File: src/rtl/fb_swap_ctrl.sv
// fb_swap_ctrl: double-buffer frame sequencer (clear, draw, wait for vblank, swap front/back).
// Build option: define FB_CLEAR_EN to include the background-clear pass before each draw.
module fb_swap_ctrl #(
    parameter int W_FB   = 320,
    parameter int H_FB   = 240,
    parameter int ADDR_W = 17
) (
    input  logic              pix_clk,
    input  logic              prst_n,
    input  logic              enable,
    input  logic              vblank_start,
    input  logic [15:0]       bg_color,
    input  logic              rnd_we,
    input  logic [ADDR_W-1:0] rnd_addr,
    input  logic [15:0]       rnd_data,
    input  logic              rnd_done,
    output logic              rnd_ready,
    output logic              rnd_start,
    output logic              wr_en,
    output logic [ADDR_W-1:0] wr_addr,
    output logic [15:0]       wr_data,
    output logic              wr_bank,
    output logic              front_sel,
    output logic              swap_pulse,
    output logic [15:0]       frame_cnt,
    output logic [7:0]        overrun_cnt
);
    localparam logic [ADDR_W-1:0] LAST = ADDR_W'(W_FB * H_FB - 1);

    typedef enum logic [2:0] {IDLE, CLEAR, DRAW, WAIT_VBL, SWAP} state_t;

`ifdef FB_CLEAR_EN
    localparam state_t FILL = CLEAR;
`else
    localparam state_t FILL = DRAW;
`endif

    state_t            state, state_nx;
    logic              wr_en_d;
    logic [ADDR_W-1:0] wr_addr_d;
    logic [15:0]       wr_data_d;
    logic              overrun;

    // State register; reset aborts any frame in progress.
    always_ff @(posedge pix_clk or negedge prst_n) begin
        if (!prst_n) state <= IDLE;
        else         state <= state_nx;
    end

    // Next state; the clear pass ends on the last pixel address, not on counter wrap.
    always_comb begin
        state_nx = state;
        case (state)
            IDLE:     if (enable) state_nx = FILL;
            CLEAR:    if (wr_addr == LAST) state_nx = DRAW;
            DRAW:     if (rnd_done) state_nx = vblank_start ? SWAP : WAIT_VBL;
            WAIT_VBL: if (vblank_start) state_nx = SWAP;
            SWAP:     state_nx = enable ? FILL : IDLE;
            default:  state_nx = IDLE;
        endcase
    end

    // Write-port source: clear sweep while clearing, renderer (range-checked) while drawing.
    always_comb begin
        wr_en_d   = 1'b0;
        wr_addr_d = wr_addr;
        wr_data_d = wr_data;
        overrun   = vblank_start && (state == CLEAR || state == DRAW) && state_nx != SWAP;
        if (state_nx == CLEAR) begin
            wr_en_d   = 1'b1;
            wr_addr_d = (state == CLEAR) ? wr_addr + 1'b1 : '0;
            wr_data_d = bg_color;
        end else if (state == DRAW && rnd_we) begin
            wr_en_d   = rnd_addr <= LAST;
            wr_addr_d = rnd_addr;
            wr_data_d = rnd_data;
        end
    end

    // Output registers; everything is aligned with the state it belongs to.
    always_ff @(posedge pix_clk or negedge prst_n) begin
        if (!prst_n) begin
            wr_en       <= 1'b0;
            wr_addr     <= '0;
            wr_data     <= '0;
            rnd_ready   <= 1'b0;
            rnd_start   <= 1'b0;
            swap_pulse  <= 1'b0;
            front_sel   <= 1'b0;
            wr_bank     <= 1'b1;
            frame_cnt   <= '0;
            overrun_cnt <= '0;
        end else begin
            wr_en      <= wr_en_d;
            wr_addr    <= wr_addr_d;
            wr_data    <= wr_data_d;
            rnd_ready  <= state_nx == DRAW;
            rnd_start  <= state_nx == DRAW && state != DRAW;
            swap_pulse <= state_nx == SWAP;
            if (state_nx == SWAP) begin
                front_sel <= ~front_sel;
                wr_bank   <= front_sel;
                frame_cnt <= frame_cnt + 1'b1;
            end
            if (overrun && overrun_cnt != 8'hFF) overrun_cnt <= overrun_cnt + 1'b1;
        end
    end
endmodule

File: config.mk
export PLATFORM = sky130hd
export DESIGN_NAME = fb_swap_ctrl
export DESIGN_NICKNAME = d
export VERILOG_FILES = /design/src/rtl/fb_swap_ctrl.sv
export SDC_FILE = /design/constraint.sdc
export NUM_CORES = 1
export LEC_CHECK = 0
export BUFFER_PORTS_ARGS = -buffer_cell sky130_fd_sc_hd__buf_2
export CAP_MARGIN = 25
export CORE_AREA = 2 2 93 95
export CTS_CLUSTER_SIZE = 16
export DETAILED_ROUTE_END_ITERATION = 8
export DIE_AREA = 0 0 95 97
export PLACE_DENSITY = 0.66
export SKIP_LAST_GASP = 1
export SLEW_MARGIN = 0
export SYNTH_ARGS = -nofsm -noshare
export SYNTH_HDL_FRONTEND = slang
export SYNTH_SLANG_ARGS = --single-unit
File: constraint.sdc
create_clock -name pix_clk -period 5.38 [get_ports pix_clk]
set_input_delay 0.269 -clock pix_clk [delete_from_list [all_inputs] [get_ports pix_clk]]
set_output_delay 0.269 -clock pix_clk [all_outputs]
set_load 0.03 [all_outputs]
==> results.sh <==
export IMPL_status="finished clean"
export IMPL_grt_pass1_vias=2566
export IMPL_start_kind="register"
export IMPL_htreeDepth=3
export IMPL_cts_resized=0
export IMPL_fin_crit_ns=2.42
export IMPL_drive_above_1_share=0.336
export IMPL_yosys_cell_types_count=54
export IMPL_drc_errors=0
export IMPL_synth_area_per_cell_um2=9.99
export IMPL_finalSetupViolCount=0
export IMPL_dpl_hpwl_um=5360
export IMPL_grt_ovfl_total=0
export IMPL_dp_slack_ns=2.91
export IMPL_worstPathArrival_ns=2.65
export IMPL_rsz0062_at_grt="false"
export IMPL_drt_initial_drc_count=166
export IMPL_cts_tree="built"
export IMPL_critPathMaxFanout=18
export IMPL_grt_usage=0.173
export IMPL_wirelength_um=7710
export IMPL_hold_path_class="input pin to async pin"
export IMPL_clockBufferDepth=2
export IMPL_vias=2767
export IMPL_numCtsBuffers=9
export IMPL_pin_count=118
export IMPL_skew_ns=0.0116
export IMPL_maxSlewHeadroom=0.442
export IMPL_post_dp_cell_area_um2=3900
export IMPL_end_kind="register"
export IMPL_viasPerCell=5.04
export IMPL_max_slew_worst_pin_slew_ns=0.837
export IMPL_antenna_found_initial=0
export IMPL_yosysSeqAreaShare=0.511
export IMPL_yosys_top_cells_count="dfrtp_1, nand2_1, nor2_1"
export IMPL_cts_hold_buf=0
export IMPL_syn_to_final_growth_pct=27.3
export IMPL_fin_crit_sh=0.450
export IMPL_grt_max_degree=67
export IMPL_leakage_nw=2.04
export IMPL_synth_most_common_cell="dfrtp_1"
export IMPL_crit_type="register to register"
export IMPL_p_per_area_nw_per_um2=290
export IMPL_fmax_ghz=0.413
export IMPL_start_util=0.398
export IMPL_synth_seq_cells=66
export IMPL_clkLatencyLatePin_ns=0.34
export IMPL_synth_area_leaders="dfrtp_1, nand2_1, xor2_1"
export IMPL_final_antenna_net_count=0
export IMPL_fp_coreArea_um2=8130
export IMPL_post_drt_wl_per_cell_um=14.0
export IMPL_num_rows=33
export IMPL_cts_root_buf="clkbuf_8"
export IMPL_irDropWorstVdd_v=0.000211
export IMPL_setup_tns_ns=0
export IMPL_synth_edf_count=0
export IMPL_port_buffer_count=117
export IMPL_nets=497
export IMPL_drt_pre_antenna_iters=4
export IMPL_die_w_um=95
export IMPL_netlist_area_um2=3240
export IMPL_cap_violations=0
export IMPL_p_total_mw=1.19
export IMPL_ys_async_sr_fraction=1.00
export IMPL_ys_flop_type="dfrtp_1"
export IMPL_grt_pass1_wl_um=12500
export IMPL_final_hold_violation_count=0
export IMPL_crit_required_ns=5.61
export IMPL_routabilityCongestion=0.790
export IMPL_ys_warn_count=0
export IMPL_dieArea_um2=9220
export IMPL_layout_setup_ws_ns=2.96
export IMPL_cts_clk_slew_worst_paths_ns=0.08
export IMPL_yosys_area_top_type="dfrtp_1"
export IMPL_stdcell_area_um2=4120
export IMPL_synthesis_nets=382
export IMPL_cts_num_sinks=66
export IMPL_die_h_um=97
export IMPL_post_cts_buffers=0
export IMPL_drv_slew=0
export IMPL_n_antenna_cell=0
export IMPL_synthCells=324
export IMPL_yosysTopAreaCellShare=0.503
cells by family (layout without fill, tap and decap cells):
kind of cell | count (synthesis) | count (layout) | share of synthesized area
DFF | 66 | 66 | 0.511
adders and majority gates | 3 | 3 | 0.0116
buffers and inverters | 20 | 140 | 0.0309
AOI/OAI and AO/OA | 59 | 59 | 0.136
muxes | 3 | 3 | 0.0104
xor gates and xnor gates | 26 | 26 | 0.0704
and+or+nand+nor | 147 | 147 | 0.230
per-layer routing:
layer,share of wire,vias to the layer above,wire (um),track usage
met4,0.013,0,104,0.0647
met2,0.45,87,3490,0.254
met1,0.47,1276,3650,0.242
met3,0.060,8,465,0.0491
met5,0,-,0,0
li1,-,1396,-,-
power by group:
part           total, mW  leakage [nW]  switching [mW]  internal, mW
clock network      0.454         0.105           0.194         0.260
registers          0.563         0.824          0.0359         0.527
logic              0.177          1.11           0.113        0.0639
worst max-delay path, cell delays in order (launching register included):
cell and delay (ns):
dfrtp_1 0.50, nand4bb_1 0.73, nand2_1 0.34, o31ai_4 0.22, o21bai_1 0.22, a221o_1 0.30
registers in the layout (all words and copies together) (netlist names):
signal       flops
wr_data         16
front_sel        1
frame_cnt       16
overrun_cnt      8
rnd_ready        1
wr_addr         17
rnd_start        1
wr_en            1
wr_bank          1
state            3
swap_pulse       1
placed cells by master, fill, tap and decap left out, drive strengths merged, types with 11 or more instances in the layout:
cell type / n
a22oi: 12
a31oi: 13
buf: 119
dfrtp: 65
nand2: 50
nand3: 19
nor2: 30
nor3: 11
xnor2: 12
xor2: 14
cell type report:
type / count / area, um^2
flip-flops and latches: 66 / 1650
fillers: 749 / 4010
well taps: 105 / 131
clock inverters: 7 / 93.8
repair buffers: 119 / 601
multi-input cells: 238 / 1500
inverters: 5 / 18.8
clock buffers: 9 / 124
metrics by stage:
step                instances  hold WS (ns)   util
finish                    549         0.108  0.507
global route              549         0.131  0.507
CTS                       549         0.125  0.507
detailed placement        533         0.452  0.480
global placement          533         0.451  0.480
floorplan                 324       -0.0266      -
final timing paths:
path | from | to | slack (ns) | cells past startpoint
max reg2reg | state[2] | wr_addr[9] | 2.96 | 5
min reg2reg | frame_cnt[15] | frame_cnt[15] | 0.46 | 1
min | prst_n | frame_cnt[10] | 0.11 | 2
max in group asynchronous | prst_n | wr_data[15] | 4.72 | 2
min in group pix_clk | rnd_addr[7] | wr_addr[7] | 0.14 | 3
max | state[2] | wr_addr[9] | 2.96 | 5
(Power assumes the default switching activity.)
